**src/rtl/seg7_pkg.sv**
```systemverilog
// Shared seven-segment definitions: segment bit positions, the active-low hex font
// and the output polarity helper.
package seg7_pkg;

  localparam int unsigned SegA  = 0;
  localparam int unsigned SegB  = 1;
  localparam int unsigned SegC  = 2;
  localparam int unsigned SegD  = 3;
  localparam int unsigned SegE  = 4;
  localparam int unsigned SegF  = 5;
  localparam int unsigned SegG  = 6;
  localparam int unsigned SegDp = 7;

  // Index 0 is the rightmost (least significant) entry; dp bit is always off here.
  localparam logic [15:0][7:0] Font = {
    8'h8E, 8'h86, 8'hA1, 8'hC6, 8'h83, 8'h88, 8'h90, 8'h80,
    8'hF8, 8'h82, 8'h92, 8'h99, 8'hB0, 8'hA4, 8'hF9, 8'hC0
  };

  function automatic logic [7:0] seg_polarity(input logic [7:0] seg_low, input bit active_low);
    return active_low ? seg_low : ~seg_low;
  endfunction

endpackage

```
**src/rtl/seg7_scan_driver_if.sv**
```systemverilog
// Host-side control bundle of the scanning display driver: per-digit content, update
// strobe and live brightness.
interface seg7_scan_driver_if #(
  parameter int unsigned DIGITS   = 6,
  parameter int unsigned BRIGHT_W = 4
);
  logic [DIGITS-1:0][3:0] data;
  logic [DIGITS-1:0]      dp;
  logic [DIGITS-1:0]      blank;
  logic                   lz_en;
  logic                   update;
  logic [BRIGHT_W-1:0]    brightness;

  modport master (output data, dp, blank, lz_en, update, brightness);
  modport slave  (input  data, dp, blank, lz_en, update, brightness);
endinterface

```
**src/rtl/seg7_digit.sv**
```systemverilog
// Combinational hex nibble to active-low segment decoder; dp (bit 7) is left inactive.
module seg7_digit
  import seg7_pkg::*;
(
  input  logic [3:0] nibble,
  output logic [7:0] seg
);
  logic [7:0] glyph;

  assign glyph = Font[nibble];
  assign seg   = {1'b1, glyph[SegG], glyph[SegF], glyph[SegE], glyph[SegD],
                  glyph[SegC], glyph[SegB], glyph[SegA]};
endmodule

```
**src/rtl/seg7_scan_driver.sv**
```systemverilog
// Time-multiplexed seven-segment driver with frame-synchronous content update,
// leading-zero suppression, PWM brightness and anode dead time.
module seg7_scan_driver
  import seg7_pkg::*;
#(
  parameter int unsigned DIGITS         = 6,
  parameter int unsigned SCAN_DIV       = 1024,
  parameter int unsigned BRIGHT_W       = 4,
  parameter int unsigned DEAD           = 2,
  parameter bit          SEG_ACTIVE_LOW = 1'b1,
  parameter bit          AN_ACTIVE_LOW  = 1'b1
) (
  input  logic                clk,
  input  logic                rst_n,
  seg7_scan_driver_if.slave   host,
  output logic [7:0]          seg,
  output logic [DIGITS-1:0]   an,
  output logic                frame_done
);

  localparam int unsigned CntW = $clog2(SCAN_DIV);
  localparam int unsigned IdxW = $clog2(DIGITS);

  localparam logic [7:0]        SegOff = seg_polarity(8'hFF, SEG_ACTIVE_LOW);
  localparam logic [DIGITS-1:0] AnOff  = AN_ACTIVE_LOW ? '1 : '0;

  logic [CntW-1:0] cnt_q;
  logic [IdxW-1:0] idx_q;
  logic            frame_last;

  logic [DIGITS-1:0][3:0] stg_data_q, act_data_q;
  logic [DIGITS-1:0]      stg_dp_q, act_dp_q;
  logic [DIGITS-1:0]      stg_blank_q, act_blank_q;
  logic                   stg_lz_q, act_lz_q;

  logic [DIGITS-1:0] supp;
  logic              run;
  logic [3:0]        sel_nib;
  logic [7:0]        font_seg;
  logic [7:0]        seg_low;
  logic              pwm_on;
  logic [DIGITS-1:0] an_onehot;
  logic [7:0]        seg_d;
  logic [DIGITS-1:0] an_d;

  assign frame_last = (cnt_q == CntW'(SCAN_DIV - 1)) && (idx_q == IdxW'(DIGITS - 1));

  always_ff @(posedge clk or negedge rst_n) begin
    if (!rst_n) begin
      cnt_q <= '0;
      idx_q <= '0;
    end else if (cnt_q == CntW'(SCAN_DIV - 1)) begin
      cnt_q <= '0;
      idx_q <= (idx_q == IdxW'(DIGITS - 1)) ? '0 : idx_q + IdxW'(1);
    end else begin
      cnt_q <= cnt_q + CntW'(1);
    end
  end

  // Staging follows every update; the active copy only changes at the frame boundary,
  // taking a same-cycle update directly so it is not lost for a whole frame.
  always_ff @(posedge clk or negedge rst_n) begin
    if (!rst_n) begin
      stg_data_q  <= '0;
      stg_dp_q    <= '0;
      stg_blank_q <= '1;
      stg_lz_q    <= 1'b0;
      act_data_q  <= '0;
      act_dp_q    <= '0;
      act_blank_q <= '1;
      act_lz_q    <= 1'b0;
    end else begin
      if (host.update) begin
        stg_data_q  <= host.data;
        stg_dp_q    <= host.dp;
        stg_blank_q <= host.blank;
        stg_lz_q    <= host.lz_en;
      end
      if (frame_last) begin
        act_data_q  <= host.update ? host.data  : stg_data_q;
        act_dp_q    <= host.update ? host.dp    : stg_dp_q;
        act_blank_q <= host.update ? host.blank : stg_blank_q;
        act_lz_q    <= host.update ? host.lz_en : stg_lz_q;
      end
    end
  end

  // Suppression runs from the leftmost digit and stops at the first nonzero or dp digit.
  always_comb begin
    supp = '0;
    run  = act_lz_q;
    for (int i = DIGITS - 1; i >= 1; i--) begin
      run     = run && (act_data_q[i] == 4'h0) && !act_dp_q[i];
      supp[i] = run;
    end
  end

  assign sel_nib = act_data_q[idx_q];

  seg7_digit u_digit (
    .nibble (sel_nib),
    .seg    (font_seg)
  );

  always_comb begin
    seg_low        = font_seg;
    seg_low[SegDp] = ~act_dp_q[idx_q];
    if (act_blank_q[idx_q] || supp[idx_q]) begin
      seg_low = 8'hFF;
    end
    seg_d = seg_polarity(seg_low, SEG_ACTIVE_LOW);
  end

  always_comb begin
    pwm_on    = (cnt_q >= CntW'(DEAD)) &&
                ((&host.brightness) || (cnt_q[BRIGHT_W-1:0] < host.brightness));
    an_onehot = pwm_on ? (DIGITS'(1) << idx_q) : '0;
    an_d      = AN_ACTIVE_LOW ? ~an_onehot : an_onehot;
  end

  always_ff @(posedge clk or negedge rst_n) begin
    if (!rst_n) begin
      seg        <= SegOff;
      an         <= AnOff;
      frame_done <= 1'b0;
    end else begin
      seg        <= seg_d;
      an         <= an_d;
      frame_done <= frame_last;
    end
  end

endmodule

```
**src/flat_wrapper.sv**
```systemverilog
// flat-port wrapper written by rule: the top's interface ports become plain ports
module seg7_scan_driver_flat import seg7_pkg::*;
#(
  parameter int unsigned DIGITS         = 6,
  parameter int unsigned SCAN_DIV       = 1024,
  parameter int unsigned BRIGHT_W       = 4,
  parameter int unsigned DEAD           = 2,
  parameter bit          SEG_ACTIVE_LOW = 1'b1,
  parameter bit          AN_ACTIVE_LOW  = 1'b1
)
  (clk, rst_n, seg, an, frame_done, host_data, host_dp, host_blank, host_lz_en, host_update, host_brightness);
  seg7_scan_driver_if #(.DIGITS(DIGITS), .BRIGHT_W(BRIGHT_W)) host_i ();
  input  logic clk;
  input  logic rst_n;
  output logic [7:0] seg;
  output logic [DIGITS-1:0] an;
  output logic frame_done;
  input wire logic [$bits(host_i.data)-1:0] host_data;
  input wire logic [$bits(host_i.dp)-1:0] host_dp;
  input wire logic [$bits(host_i.blank)-1:0] host_blank;
  input wire logic [$bits(host_i.lz_en)-1:0] host_lz_en;
  input wire logic [$bits(host_i.update)-1:0] host_update;
  input wire logic [$bits(host_i.brightness)-1:0] host_brightness;
  assign host_i.data = host_data;
  assign host_i.dp = host_dp;
  assign host_i.blank = host_blank;
  assign host_i.lz_en = host_lz_en;
  assign host_i.update = host_update;
  assign host_i.brightness = host_brightness;
  seg7_scan_driver #(.DIGITS(DIGITS), .SCAN_DIV(SCAN_DIV), .BRIGHT_W(BRIGHT_W), .DEAD(DEAD), .SEG_ACTIVE_LOW(SEG_ACTIVE_LOW), .AN_ACTIVE_LOW(AN_ACTIVE_LOW)) u_core (.clk(clk), .rst_n(rst_n), .host(host_i), .seg(seg), .an(an), .frame_done(frame_done));
endmodule
```
**config.mk**
```make
export PLATFORM = sky130hd
export DESIGN_NAME = seg7_scan_driver_flat
export DESIGN_NICKNAME = d
export VERILOG_FILES = /design/src/rtl/seg7_pkg.sv /design/src/rtl/seg7_scan_driver_if.sv /design/src/rtl/seg7_digit.sv /design/src/rtl/seg7_scan_driver.sv /design/src/flat_wrapper.sv
export SDC_FILE = /design/constraint.sdc
export NUM_CORES = 1
export LEC_CHECK = 0
export ABC_AREA = 1
export BUFFER_PORTS_ARGS = -buffer_cell sky130_fd_sc_hd__buf_2
export CAP_MARGIN = 20
export CORE_ASPECT_RATIO = 1.5
export CORE_MARGIN = 5
export CORE_UTILIZATION = 60
export DETAILED_ROUTE_END_ITERATION = 8
export PLACE_DENSITY = 0.82
export SYNTH_ARGS = -nofsm -noshare
export SYNTH_HDL_FRONTEND = slang
export SYNTH_SLANG_ARGS = --single-unit
```
**constraint.sdc**
```tcl
create_clock -name clk -period 4.6 [get_ports clk]
set_clock_uncertainty 0.1 [all_clocks]
set_input_delay 0.46 -clock clk [delete_from_list [all_inputs] [get_ports clk]]
set_output_delay 0.46 -clock clk [all_outputs]
set_load 0.1 [all_outputs]
```
* After elaboration in Yosys (flattened, before gate mapping) *
Memories as Yosys holds them, arrays and structs flattened.
Index checks and enable logic that the tools add are counted.

storage, ports and cells
  logic and storage cells = 77
  bits in read-only memories = 128
  memories = 1
  flip-flop bits (word level) = 102

memory list
  name              words  bits a word  read ports  clocked after memory_dff  wr ports  RTL line          source
  (name not given)  16     8            1           0                         0         seg7_digit.sv:10  assign glyph = Font[nibble];

cells by class
  shift operators = 1
  eq/ne operators = 2
  muxes and demuxes = 17
  reduce and logical (&&, ||, !) cells = 25
  order comparisons = 4
  bitwise operators = 2
  add/subtract/negate cells = 2

operator list
  cell                                                        count
  two-way mux 24 bit                                          1
  zero test 4 bit                                             5
  two-way mux 6 bit                                           3
  binary-select mux 4 bit (select 3 bit)                      1
  logical AND 1 bit                                           12
  adder 10 x 1 -> 10 bit, second input constant               1
  == test 10 bit, second input constant                       1
  >= comparator 10 x 2 -> 1 bit, second input constant        1
  two-way mux 10 bit                                          1
  binary-select mux 1 bit (select 3 bit)                      3
  two-way mux 8 bit                                           1
  two-way mux 7 bit                                           1
  inverter 6 bit                                              1
  left shift 1 x 3 -> 6 bit, first input constant             1
  zero test 1 bit                                             5
  less-than comparator 4 x 5 -> 1 bit, second input constant  1
  less-than comparator 3 x 4 -> 1 bit, second input constant  1
  less-than comparator 4 bit                                  1
  two-way mux 1 bit                                           4
  two-way mux 4 bit                                           1
  AND reduction 4 bit                                         1
  adder 3 x 1 -> 3 bit, second input constant                 1
  == test 3 bit, second input constant                        1
  two-way mux 3 bit                                           1
  2 further kinds                                             3

* Depth between registers and ports, before layout *
Gate-level depths: netlist of run 1.

  word-level depth = 15
  mapped depth = 14
  gate-level depth less buffers = 12

* Hierarchy *
Synthesis of run 1 repeated with hierarchy kept, for this count alone.

unflattened totals
  cell total of the unflattened synthesis = 531
  area, all modules = 4,951.0 µm²

by module, submodules not included
  module            instances  area each (µm²)  cells each
  seg7_scan_driver  1          4,664.5          478
  seg7_digit        1          286.5            53

* Worst setup path before layout of run 1 *
OpenSTA, ideal clock, no wires.

  path kind = register to register
  start = register u_core.idx_q[0]
  end = register u_core.seg[5]
  setup slack = 2.678 ns
  required time = 4.423 ns
  cell stages (with the launch flop) = 15
  setup time = 0.077 ns
  arrival time = 1.745 ns
  path through = dfrtp_1 buf_4 inv_2 buf_2 nand2_1 nand2_1 nand2_1 nand2_1 a21oi_1 inv_1 ha_1 nand2_1 o21ai_1 nand2_1 nand2_1

between the ends
  word-level cells in the longest chain between the ends = 5
  elaborated cells on any way between the ends = 10
  classes of those cells = 8 x mux; 1 x reduce/logical; 1 x memory

RTL lines
  element                                  RTL line                 source
  start: declaration                       seg7_scan_driver.sv:28   logic [IdxW-1:0] idx_q;
  start signal: assignment                 seg7_scan_driver.sv:54   idx_q <= (idx_q == IdxW'(DIGITS - 1)) ? '0 : idx_q + IdxW'(1);
  binary-select mux 4 bit (select 3 bit)   seg7_scan_driver.sv:98   assign sel_nib = act_data_q[idx_q];
  two-way mux 4 bit (implied by the code)  seg7_scan_driver.sv:98
  memory read (16 x 8 bit)                 --
  two-way mux 7 bit (implied by the code)  seg7_digit.sv:10
  two-way mux 8 bit (*)                    seg7_scan_driver.sv:108  if (act_blank_q[idx_q] || supp[idx_q]) begin
  via u_core.seg_d[5]                      seg7_scan_driver.sv:43   logic [7:0] seg_d;
  end signal: assignment                   seg7_scan_driver.sv:123  seg <= SegOff;
  end signal: assignment                   seg7_scan_driver.sv:127  seg <= seg_d;
  end: declaration                         seg7_scan_driver.sv:16   output logic [7:0] seg,

The timed path passes the listed nets; every way through them passes the cells marked *. The select of a mux whose other input is x is not followed.
A chain may end at the register's enable or synchronous reset.

* Worst setup path after layout of run 1 *
  start = register u_core.idx_q[0]
  end = register u_core.seg[1]

The elaborated chain is that of the path after synthesis.

==> results of run 1 <==
==> state kept, by name, summed over array words and instances (netlist names), 6 cells and up <==
register,cells
u_core.stg_dp_q,6
u_core.cnt_q,10
u_core.act_data_q,24
u_core.seg,8
u_core.stg_blank_q,6
u_core.act_blank_q,6
u_core.an,6
u_core.stg_data_q,24
u_core.act_dp_q,6
==> cell type report <==
| type | instances | area (µm²) | share of cell area |
|---|---|---|---|
| Inverter | 33 | 123.9 | 0.02269 |
| Tap cell | 105 | 131.4 | 0.02406 |
| Multi-Input combinational cell | 370 | 2009 | 0.3680 |
| Clock buffer | 14 | 264.0 | 0.04835 |
| Timing Repair Buffer | 60 | 307.8 | 0.05637 |
| Sequential cell | 102 | 2585 | 0.4734 |
| Clock inverter | 2 | 38.79 | 0.007104 |
==> power by group <==
| part | total, mW | switching, mW | internal (mW) |
|---|---|---|---|
| clock | 0.760 | 0.306 | 0.454 |
| sequential | 0.942 | 0.00790 | 0.934 |
| combinational | 0.0936 | 0.0491 | 0.0446 |
| total | 1.80 | 0.363 | 1.43 |
==> stage by stage <==
stage | util | power, mW | hold WS [ps]
4_1_cts | 0.6862 | 1.813 | 172.9
6_report | 0.6862 | 1.796 | 147.7
2_1_floorplan | - | 1.006 | 64.41
5_1_grt | 0.6862 | 1.862 | 234.2
3_3_place_gp | 0.6481 | 1.049 | 358.8
3_5_place_dp | 0.6481 | 1.054 | 359.6
==> worst max-delay path, stage by stage, from the launching register on <==
cell and delay [ps]:
sky130_fd_sc_hd__dfrtp_1 660, sky130_fd_sc_hd__nand2_1 210, sky130_fd_sc_hd__nor2_4 740, sky130_fd_sc_hd__nand2_1 160, sky130_fd_sc_hd__nand2_1 110, sky130_fd_sc_hd__a21oi_1 100
sky130_fd_sc_hd__ha_1 350, sky130_fd_sc_hd__nand2_1 100, sky130_fd_sc_hd__nor2_1 130, sky130_fd_sc_hd__nor2_1 50, sky130_fd_sc_hd__nand2_1 50
==> routing by layer <==
layer / global-route usage / share of wire / vias up
li1: - / - / 1797
met1: 0.2635 / 0.40 / 1754
met2: 0.3750 / 0.53 / 89
met3: 0.03545 / 0.039 / 28
met4: 0.1177 / 0.034 / 0
met5: 0 / 0 / -
==> worst min path at each step <==
stage	end	slack [ps]	cells after the start
6_report	u_core.cnt_q[6]	150	1
5_1_grt	u_core.stg_data_q[9]	230	1
4_1_cts	u_core.cnt_q[0]	170	1
3_5_place_dp	u_core.act_blank_q[5]	360	2
3_3_place_gp	u_core.act_blank_q[0]	360	2
2_1_floorplan	u_core.act_data_q[0]	60	0
==> kinds of logic after synthesis <==
group | count (synthesis) | synth area share
XOR/XNOR | 6 | 0.01080
flip-flops | 102 | 0.5312
multiplexers | 37 | 0.08563
adder cells (fa/ha/maj) | 12 | 0.03086
AND/OR/NAND/NOR | 298 | 0.2672
AO/OA/AOI/OAI | 17 | 0.01851
buffers and inverters | 54 | 0.05580
==> layout by cell type (no fill, tap or decap) <==
cell and count:
sky130_fd_sc_hd__nand2_1 179, sky130_fd_sc_hd__dfrtp_1 76, sky130_fd_sc_hd__nand3_1 66, sky130_fd_sc_hd__buf_2 57, sky130_fd_sc_hd__mux2_2 37, sky130_fd_sc_hd__nor2_1 34
sky130_fd_sc_hd__inv_1 29, sky130_fd_sc_hd__dfstp_2 26, sky130_fd_sc_hd__ha_1 12, sky130_fd_sc_hd__clkbuf_16 9, sky130_fd_sc_hd__a21oi_1 7, sky130_fd_sc_hd__o21ai_0 6
sky130_fd_sc_hd__inv_2 4, sky130_fd_sc_hd__xor2_1 4, sky130_fd_sc_hd__nand4_1 4, sky130_fd_sc_hd__clkbuf_1 3, sky130_fd_sc_hd__buf_4 3, sky130_fd_sc_hd__nand3_2 2
sky130_fd_sc_hd__nor3_4 2, sky130_fd_sc_hd__xnor2_1 2, sky130_fd_sc_hd__or2_2 2, sky130_fd_sc_hd__nor4_1 2, sky130_fd_sc_hd__o21ai_1 2, sky130_fd_sc_hd__nor3_1 2
sky130_fd_sc_hd__o211ai_1 2, sky130_fd_sc_hd__clkbuf_8 2, sky130_fd_sc_hd__nor3b_1 1, sky130_fd_sc_hd__nor2_4 1, sky130_fd_sc_hd__and3_1 1, sky130_fd_sc_hd__nand2_4 1
sky130_fd_sc_hd__nand4_4 1, sky130_fd_sc_hd__inv_6 1, sky130_fd_sc_hd__bufinv_16 1
==> results.md, run 1 <==
STA:
- Setup violations remaining at the end of the flow were counted as 0.
- The top achievable clock speed is 0.3527 GHz.
- The worst path meets setup with 1765 ps of slack.
- The final total negative setup slack is 0 ps.
- The worst relative slew slack is 0.3749.
- The minimum clock period after layout is 2835 ps.
- The final max-slew violation count was 0.
- The portion of the clock cycle consumed by the worst path in the final layout is 0.6164.
- The hold violation total from the final report came to 0.
- Setup repair after global routing left no endpoint under its margin.
- At the pin with the least slew margin, the transition time is 935.4 ps.

Worst setup path:
- Measured in cells, the most critical reg-to-reg path has a length of 10.
- The critical path start-end classification is register to register.
- In this run the worst setup path terminates at u_core.seg[1].
- The kind of launch point of the worst setup path is a register.
- The worst register-to-register path begins at u_core.idx_q[0].
- Tracing the worst setup path back leads to its startpoint at u_core.idx_q[0].
- In this run the worst path has a maximum fanout of 43.
- The data arrival time of the critical path is 3020 ps.
- The required time at the endpoint of the critical path is 4790 ps.
- The endpoint kind of the worst setup timing path is a register.
- Across all register-to-register paths, the minimum setup slack is 1760 ps.
- The endpoint identified for the worst register-to-register timing path is u_core.seg[1].

Routing:
- The total detailed-routing wirelength is 9951 µm.
- In the routed design, unresolved DRC markers number 0.
- The number of design-rule violations left by the first detailed-router iteration is 260.
- The overall via count from detail_route is 3668.
- The detailed-route wire length per cell is 14.51 µm.
- The count of nets left with antenna violations after detail routing is 0.
- Dividing the detail-routed via count by the number of cells gives 5.347.
- The detailed-router iteration count before antenna repair is 4.

Hold path:
- The path class of the tightest hold or removal check is input pin to asynchronous set/reset pin.

Synthesis:
- In this run, distinct cell masters in the synthesized netlist total 29.
- The net count after synthesis is 582.
- The cell count after synthesis is 526.
- In this run, synthesis produced a sequential element count of 102.
- The sequential-to-total area share from yosys stat is 0.5312.
- Yosys mapped a number of flops with a built-in enable equal to 0.
- The most numerous cell in the Yosys netlist is sky130_fd_sc_hd__nand2_1.
- In the synthesized netlist, the cells that appear most often are sky130_fd_sc_hd__nand2_1, sky130_fd_sc_hd__dfrtp_1, sky130_fd_sc_hd__nand3_1.
- In the synthesized netlist the async set-or-reset flop fraction comes to 1.000.
- The top flip-flop cell by instance count after synthesis is sky130_fd_sc_hd__dfrtp_1.
- A synthesized cell averages 9.251 µm².
- The share of synthesized area in the top cell type comes to 0.3908.
- The number of warnings reported in the yosys synthesis log is 0.
- The cell type with the highest aggregate area in the netlist is sky130_fd_sc_hd__dfrtp_1.
- In this run the cell area of the synthesized design comes to 4866 µm².
- By area the synthesized netlist is led by sky130_fd_sc_hd__dfrtp_1, sky130_fd_sc_hd__dfstp_2, sky130_fd_sc_hd__nand2_1.

GRT:
- The number of global-route vias before repair is 3831.
- The number of antenna violations at the first check in global routing came to 0.
- The largest net degree at the start of global routing is 74.
- The total global routing overflow is 0.
- The first global-routing pass estimated 17750 µm of wire.
- In the global route stage, overall resource usage came out at 0.2186.

Clock tree:
- CTS saw 102 sinks.
- Clock-pin slew was measured on the worst setup and hold paths at 60 ps.
- The number of buffers inserted during clock tree synthesis is 9.
- Post-CTS repair changed the size of 0 cells.
- The longest clock path from root to sink contains 2 buffers.
- In this run the post-CTS setup repair buffer count came out at 0.
- The count of hold-fix buffers inserted at cts is 0.
- The cell sitting at the root of the clock tree is a sky130_fd_sc_hd__clkbuf_16.
- The clock tree from TritonCTS is done.
- The later-pin clock latency in the skew report is 340 ps.
- The H-tree was split into 3 levels.

Final layout:
- After routing the design area is 5460 µm².
- From synthesis to final layout, the design area changed by 12.21%.
- The final non-filler cell total is 686.
- After filler insertion, the fill cell instance count of the layout stands at 641.
- Of the cells placed in the final design, the portion with a size suffix greater than 1 is 0.2565.
- In the final design database the tool counted 632 nets.
- The diode insertion count for antenna repair is 0.

Status:
- The run finished with clean final reports.

Floorplan:
- 59 I/O pins were placed.
- The full die area is 10050 µm².
- The die width is 83.53 µm.
- Measured along the y axis, the die boundary spans 120.3 µm.
- After floorplanning, the core was sized to cover 7958 µm².
- The floorplan has 40 rows.
- The initial utilization of the core area, before any placement, comes to 0.6115.

Placement:
- The count of port buffers added during placement is 58.
- The worst-case setup slack after placement is 1818 ps.
- The congestion estimate from routability-driven global placement came to 0.9468.
- The placed wire-length estimate after detailed placement is 7229 µm.
- The number of placed instances with taps included is 670.
- Summing all placed instances gives a cell area of 5157 µm².

Power:
- The worst ir drop on vdd is 0.0002633 V.
- The static leakage power is 2.662 nW.
- Dividing total power by cell area gives a power density of 328.9 nW/µm².

Flow run:
- The number of max-cap violations is 0.
Power figures use the tool's default switching activity.
==> inputs of run 2 (changes only) <==
--- a/config.mk
+++ b/config.mk
@@ -10,9 +10,9 @@
 export CAP_MARGIN = 20
 export CORE_ASPECT_RATIO = 1.5
 export CORE_MARGIN = 5
-export CORE_UTILIZATION = 60
+export CORE_UTILIZATION = 58
 export DETAILED_ROUTE_END_ITERATION = 8
-export PLACE_DENSITY = 0.82
+export PLACE_DENSITY = 0.8
 export SYNTH_ARGS = -nofsm -noshare
 export SYNTH_HDL_FRONTEND = slang
 export SYNTH_SLANG_ARGS = --single-unit
==> constraint.sdc (replaced) <==
create_clock -name clk -period 2.8 [get_ports clk]
set_clock_uncertainty 0.1 [all_clocks]
set_input_delay 0.28 -clock clk [delete_from_list [all_inputs] [get_ports clk]]
set_output_delay 0.28 -clock clk [all_outputs]
set_load 0.1 [all_outputs]
==> run 2 against run 1 <==
  * Register-to-register slack worse by 1300 ps
  * Die area is 3.1% higher
  * Utilization is 1.9 points lower
  * Largest power group unchanged
==> results.md, run 2 (synthesis gave the netlist of run 1 again) <==
Final layout:
- The diode insertion count for antenna repair was 0 (unchanged).
- The total area of multi-input combinational cells is 2009 µm² (unchanged).
- The filler cell count in the final layout is 715 (+12%).
- The largest registers in the layout are u_core.act_data_q: 24 flops, u_core.stg_data_q: 24 flops, u_core.cnt_q: 10 flops.
- The area occupied by registers is 2586 µm² (about the same).
- From synthesis to final layout, the design area changed by 13.86%.
- Leaving out fill and tap cells, the most frequent cell in the layout is sky130_fd_sc_hd__nand2_1.
- The final layout net count is 636 (+0.63%).
- The ratio of cells with drive above 1 in the final layout came to 0.2650 (+0.008503).
- The top cell types in the final layout, fill and taps aside, are sky130_fd_sc_hd__nand2_1, sky130_fd_sc_hd__dfrtp_1, sky130_fd_sc_hd__nand3_1.
- The final non-filler cell total was 692 (+0.87%).

Clock tree:
- The clock tree root driver cell is sky130_fd_sc_hd__clkbuf_16.
- The maximum count of clock buffers along a single path came to 2 (unchanged).
- The count of H-tree levels built during CTS is 3 (unchanged).
- The number of buffers inserted by post-CTS setup repair is 0 (unchanged).
- The total number of clock tree sinks is 102 (unchanged).
- The clock transition time at the flip-flop clock pins of the worst setup and hold paths is 70 ps (about the same).
- The later-pin clock latency in the skew report is 340 ps (about the same).
- The clock tree from TritonCTS is done.
- The number of buffers inserted during clock tree synthesis is 9 (unchanged).

Power:
- The worst ir drop on vdd is 0.0003843 V (+46%).
- The sequential cell fraction of total power is 0.503 (-0.022).
- The fraction of power consumed by combinational cells is 0.051 (about the same).
- The clock share of power is 0.446 (+0.023).
- The switching share of power is 0.2041 (+0.001899).
- The static leakage power is 2.700 nW (+1.5%).
- The power spent charging and discharging nets is 0.6280 mW (+73%).
- The internal cell power was 2.448 mW (+71%).
- The power per unit of standard cell area is 555.2 nW/µm² (+69%).

Worst setup path:
- The critical path start-end classification is register to register.
- STA classifies the critical path startpoint as a register.
- The top fanout value on the critical path is 37 (-14%).
- The buffer and inverter count on the worst path is 2 (+2).
- The required time at the endpoint of the critical path is 2930 ps (-1860 ps).
- The kind of cell with the highest combined delay on the critical path is simple AND/OR/NAND/NOR gates.
- The endpoint kind of the worst setup timing path is a register.
- The count of cell instances traversed by the critical path is 6 (-4).
- The signal on the critical path passes through inv_1 -> nor2_4 -> buf_4 -> nand4_4 -> nand2_1 -> nand2_1.
- Among all stages on the critical path, the largest delay is contributed by sky130_fd_sc_hd__dfrtp_1.
- The most prevalent standard cell on the critical path is sky130_fd_sc_hd__nand2_1.
- The data arrival time of the critical path is 2500 ps (-520 ps).
- The depth of the worst register-to-register path was 6 (-4).
- The critical path's largest stage delay came to 510 ps (-230 ps).

Routing:
- The number of vias per cell after detailed routing is 5.207 (-2.6%).
- The total detailed-routing wirelength is 10160 µm (+2.1%).
- The detailed-route wire length per cell is 14.68 µm (+1.2%).
- The number of design-rule violations left by the first detailed-router iteration is 216 (-17%).
- The remaining design rule violation count is 0 (unchanged).
- The overall via count from detail_route was 3603 (-1.8%).
- The count of nets left with antenna violations after detail routing is 0 (unchanged).
- The detailed-router iteration count before antenna repair came to 4 (unchanged).

STA:
- The worst-margin pin slew is 785.1 ps (-150.2 ps).
- The final total negative setup slack is 0 ps (unchanged).
- The portion of the clock cycle consumed by the worst path in the final layout is 0.8482 (+0.2319).
- The minimum clock period after layout is 2375 ps (-460.2 ps).
- The hold violation total from the final report is 0 (unchanged).
- The total setup violations reported at the end of the flow is 0 (unchanged).
- The worst relative slew slack is 0.4766 (+0.1016).
- The final max-slew violation count is 0 (unchanged).
- The top achievable clock speed came to 0.4210 GHz (+19%).
- Setup repair after global routing left no endpoint under its margin.

Floorplan:
- The initial standard-cell utilization of the core is 0.5855 (-0.02596).
- The die height was 122.2 µm (+1.6%).
- The number of core rows was 41 (+2.5%).
- The die width is 84.79 µm (+1.5%).
- The full die area is 10360 µm² (+3.1%).
- The boundary pin count is 59 (unchanged).
- The floorplan core area is 8310 µm² (+4.4%).

Placement:
- The last weighted congestion value of the routability-driven placer came to 0.8853 (-6.5%).
- The count of port buffers added during placement is 58 (unchanged).
- The number of placed instances with taps included is 675 (+0.75%).
- The placed wire-length estimate after detailed placement came to 7474 µm (+3.4%).

GRT:
- The overall global routing resource usage is 0.2145 (-0.004134).
- The number of antenna violations at the first check in global routing was 0 (unchanged).
- The global-route wire length before repair is 17650 µm (-0.58%).
- The largest net degree at the start of global routing came to 47 (-36%).
- The total global routing overflow is 0 (unchanged).
- The number of global-route vias before repair came to 3792 (-1.0%).

Hold path:
- Along the worst hold path, the cell count comes to 2.
- The path category of the worst min-delay check is input pin to register.

Status:
- The run finished with clean final reports.

Flow run:
- The number of max-cap violations is 0 (unchanged).
-- run 2: area by class of cell --
type	instances	share of cell area
well taps	107	0.02416
repair buffers	64	0.06369
clock inverters	4	0.01400
clock buffers	12	0.04630
inverters	33	0.02236
multi-input cells	370	0.3627
flip-flops and latches	102	0.4668
-- run 2: power by group through the flow --
| stage | clock network (mW) | registers (mW) | logic, mW |
|---|---|---|---|
| after CTS | 1.39 | 1.55 | 0.162 |
| after global placement | 0 | 1.57 | 0.155 |
| after global routing | 1.46 | 1.55 | 0.180 |
| final | 1.37 | 1.55 | 0.157 |
| after floorplan | 0 | 1.57 | 0.0813 |
| after detailed placement | 0 | 1.58 | 0.160 |
-- run 2: final timing paths --
| check | slack, ps | startpoint | to |
|---|---|---|---|
| hold / removal | 80 | host_data[2] | u_core.stg_data_q[2] |
| min in group asynchronous | 300 | rst_n | u_core.stg_data_q[2] |
| max in group asynchronous | 1560 | rst_n | u_core.act_blank_q[2] |
| setup / recovery | 420 | u_core.idx_q[2] | u_core.act_data_q[8] |
| hold reg to reg | 370 | u_core.act_blank_q[1] | u_core.act_blank_q[1] |
| setup reg to reg | 420 | u_core.idx_q[2] | u_core.act_data_q[8] |
-- run 2: through the flow --
step                power [mW]    util  setup slack [ps]  hold WS [ps]  area [µm²]
floorplan                1.653       -             877.8        -115.6        4866
global placement         1.726  0.6251             374.3         115.4        5195
detailed placement       1.735  0.6251             327.8         131.0        5195
CTS                      3.104  0.6665             282.1         75.06        5539
global route             3.194  0.6667             176.9         77.56        5540
finish                   3.076  0.6667             424.9         81.97        5540
-- run 2: layer usage --
metal | wire length, µm | global-route usage
met5 | 0 | 0
met1 | 4339 | 0.2712
met3 | 269 | 0.04465
met4 | 199 | 0.08218
met2 | 5348 | 0.3618
-- run 2: what timing repair did --
| item | CTS | global route |
|---|---|---|
| gates resized for setup | 0 | 1 |
| endpoints found under the setup margin | 0 | 3 |
| hold buffers | 1 | 0 |
| hold endpoints to repair | 25 | 0 |
==> inputs of run 3 (changes only) <==
==> constraint.sdc (replaced) <==
create_clock -name clk -period 2.4 [get_ports clk]
set_clock_uncertainty 0.1 [all_clocks]
set_input_delay 0.24 -clock clk [delete_from_list [all_inputs] [get_ports clk]]
set_output_delay 0.24 -clock clk [all_outputs]
set_load 0.1 [all_outputs]
==> run 3 against run 2 <==
  * Critical path depth grew 6
  * First-iteration DRC count up 14%
  * Critical endpoint is now u_core.seg[5]
  * Largest power group unchanged
  * Maximum frequency rose by 11%
  * Flip-flop and latch count stayed put
  * Sequential share of layout area about the same
  * Cell count rose by 0.87%
  * Setup slack worse by 170 ps
  * Largest cell class unchanged
  * Die area unchanged
  * Count of clock-buffer cells in the layout down 1
  * Sequential power rose by 17%
  * Register-to-register slack worse by 170 ps
==> results.md, run 3 (synthesis gave the netlist of run 1 again) <==
GRT:
- The number of global-route vias before repair is 3935 (+3.8%).
- The largest net degree at the start of global routing came to 52 (+11%).
- The overall global routing resource usage came to 0.2233 (+0.008881).
- The number of antenna violations at the first check in global routing is 0 (unchanged).
- The global-route wire length before repair is 18390 µm (+4.2%).
- The total global routing overflow is 0 (unchanged).

Final layout:
- Leaving out fill and tap cells, the most frequent cell in the layout is sky130_fd_sc_hd__nand2_1.
- The final instance area came to 5545 µm² (about the same).
- In the layout the commonest cells are sky130_fd_sc_hd__nand2_1, sky130_fd_sc_hd__dfrtp_1, sky130_fd_sc_hd__nand3_1.
- In the final layout, the registers with the most flip-flops are u_core.act_data_q: 24 flops, u_core.stg_data_q: 24 flops, u_core.cnt_q: 10 flops.
- The final layout net count is 643 (+1.1%).
- The final non-filler cell total is 698 (+0.87%).
- The diode insertion count for antenna repair is 0 (unchanged).
- The ratio of cells with drive above 1 in the final layout is 0.2758 (+0.01085).
- The area overhead of the layout relative to synthesis came to 13.96% (about the same).

Floorplan:
- The initial standard-cell utilization of the core is 0.5855 (unchanged).
- The die height came to 122.2 µm (unchanged).
- The number of core rows was 41 (unchanged).
- The floorplan core area came to 8310 µm² (unchanged).
- The die width came to 84.79 µm (unchanged).
- The boundary pin count is 59 (unchanged).
- The full die area came to 10360 µm² (unchanged).

Routing:
- The overall via count from detail_route is 3716 (+3.1%).
- The detailed-router iteration count before antenna repair is 4 (unchanged).
- The count of nets left with antenna violations after detail routing is 0 (unchanged).
- The detailed-route wire length per cell came to 15.09 µm (+2.8%).
- The number of design-rule violations left by the first detailed-router iteration is 246 (+14%).
- The remaining design rule violation count is 0 (unchanged).
- The total detailed-routing wirelength is 10530 µm (+3.7%).
- The number of vias per cell after detailed routing was 5.324 (+2.2%).

Clock tree:
- TritonCTS built the clock tree.
- The number of buffers inserted during clock tree synthesis was 9 (unchanged).
- The later-pin clock latency in the skew report is 350 ps (about the same).
- The number of buffers inserted by post-CTS setup repair is 0 (unchanged).
- The clock transition time at the flip-flop clock pins of the worst setup and hold paths is 60 ps (about the same).
- The total number of clock tree sinks is 102 (unchanged).
- The maximum count of clock buffers along a single path is 2 (unchanged).
- The count of H-tree levels built during CTS is 3 (unchanged).
- The clock tree root driver cell is sky130_fd_sc_hd__clkbuf_16.

STA:
- The minimum clock period after layout was 2146 ps (-228.7 ps).
- The portion of the clock cycle consumed by the worst path in the final layout is 0.8943 (+0.04607).
- The worst relative slew slack was 0.6758 (+0.1992).
- The minimum setup slack in the final design is 253.7 ps (-171.3 ps).
- The final total negative setup slack was 0 ps (unchanged).
- The final max-slew violation count was 0 (unchanged).
- The final-layout worst hold slack is 45.89 ps (-36.09 ps).
- The top achievable clock speed is 0.4659 GHz (+11%).
- The worst-margin pin slew is 489.7 ps (-295.5 ps).
- Setup repair after global routing left no endpoint under its margin.
- The hold violation total from the final report is 0 (unchanged).
- The total setup violations reported at the end of the flow came to 0 (unchanged).

Worst setup path:
- The startpoint identified for the worst register-to-register timing path is u_core.idx_q[1].
- The top fanout value on the critical path was 21 (-43%).
- The worst-case register-to-register setup slack is 250 ps (-170 ps).
- The critical path start-end classification is register to register.
- The data arrival time of the critical path is 2330 ps (-170 ps).
- The worst register-to-register path ends at u_core.seg[5].
- The required time at the endpoint of the critical path is 2580 ps (-350 ps).
- The kind of launch point of the worst setup path is a register.
- The endpoint kind of the worst setup timing path is a register.
- The depth of the worst register-to-register path is 12 (+6).

Placement:
- The count of port buffers added during placement is 58 (unchanged).
- The last weighted congestion value of the routability-driven placer came to 0.9422 (+6.4%).
- The instance area at placement was 5240 µm² (+0.87%).
- The placed wire-length estimate after detailed placement is 7732 µm (+3.5%).
- The number of placed instances with taps included was 681 (+0.89%).
- The worst-case setup slack after placement was 109.9 ps (-217.9 ps).

Hold path:
- The worst-case hold path end point is u_core.stg_blank_q[4].
- The path category of the worst min-delay check is input pin to register.
- The worst hold path begins at host_blank[4].
- The cell depth of the worst hold path is 2 (unchanged).

Power:
- The static leakage power was 2.710 nW (+0.37%).
- The worst ir drop on vdd is 0.0006471 V (+68%).
- The power per unit of standard cell area was 597.0 nW/µm² (+7.5%).

Flow run:
- The number of max-cap violations was 0 (unchanged).

Status:
- The run finished with clean final reports.
-- run 3: changes by cell type in the layout (fill, tap and decap cells not counted), sizes merged --
cell,change
clkinv,+1
clkbuf,-1
nand4,+1
buf,+6
clkinvlp,+2
bufinv,-2
inv,-1
-- run 3: worst max-delay path by stage --
stage	startpoint	end
finish	u_core.idx_q[1]	u_core.seg[5]
detailed placement	u_core.idx_q[1]	u_core.act_data_q[21]
floorplan	u_core.idx_q[0]	u_core.seg[5]
CTS	u_core.idx_q[1]	u_core.act_data_q[21]
global route	u_core.idx_q[1]	u_core.seg[0]
global placement	u_core.idx_q[0]	u_core.seg[1]
-- run 3: per-stage QoR --
| step | util | total power, mW |
|---|---|---|
| after floorplan | - | 1.929 |
| after detailed placement | 0.6305 | 2.029 |
| after global routing | 0.6673 | 3.449 |
| final | 0.6673 | 3.311 |
| after CTS | 0.6640 | 3.349 |
| after global placement | 0.6305 | 2.017 |
-- run 3: critical path: stages (launching register included) --
cell and delay (ps):
sky130_fd_sc_hd__dfrtp_2 480, sky130_fd_sc_hd__inv_2 160, sky130_fd_sc_hd__nand2_1 140, sky130_fd_sc_hd__nor2_4 180, sky130_fd_sc_hd__buf_4 300, sky130_fd_sc_hd__nand2_1 110, sky130_fd_sc_hd__nand2_1 120, sky130_fd_sc_hd__inv_2 70
sky130_fd_sc_hd__nand2_4 110, sky130_fd_sc_hd__nand2_1 100, sky130_fd_sc_hd__o21ai_1 90, sky130_fd_sc_hd__nand2_1 60, sky130_fd_sc_hd__nand2_1 60
-- run 3: timing repair --
item	CTS	global route
endpoints found under the hold margin	19	0
hold buffers	1	0
endpoints found under the setup margin	0	41
gates resized for setup	0	4
-- run 3: metal layers --
layer	up-vias	GRT usage	part of all wire
met5	-	0	0
li1	1816	-	-
met1	1793	0.2762	0.41
met2	86	0.3833	0.53
met4	0	0.09208	0.026
met3	21	0.04263	0.040
-- run 3: area by class of cell --
class | instances | area (µm²)
clock buffer | 11 | 242.7
inverter | 33 | 123.9
sequential | 102 | 2587
tap | 107 | 133.9
multi-input combinational | 371 | 2034
timing repair buffer | 70 | 397.9
clock inverter | 4 | 25.02
fill | 701 | 2765
-- run 3: where the power goes --
group | internal (mW) | switching (mW)
clock | 0.721 | 0.594
combinational | 0.0908 | 0.0975
sequential | 1.79 | 0.0165
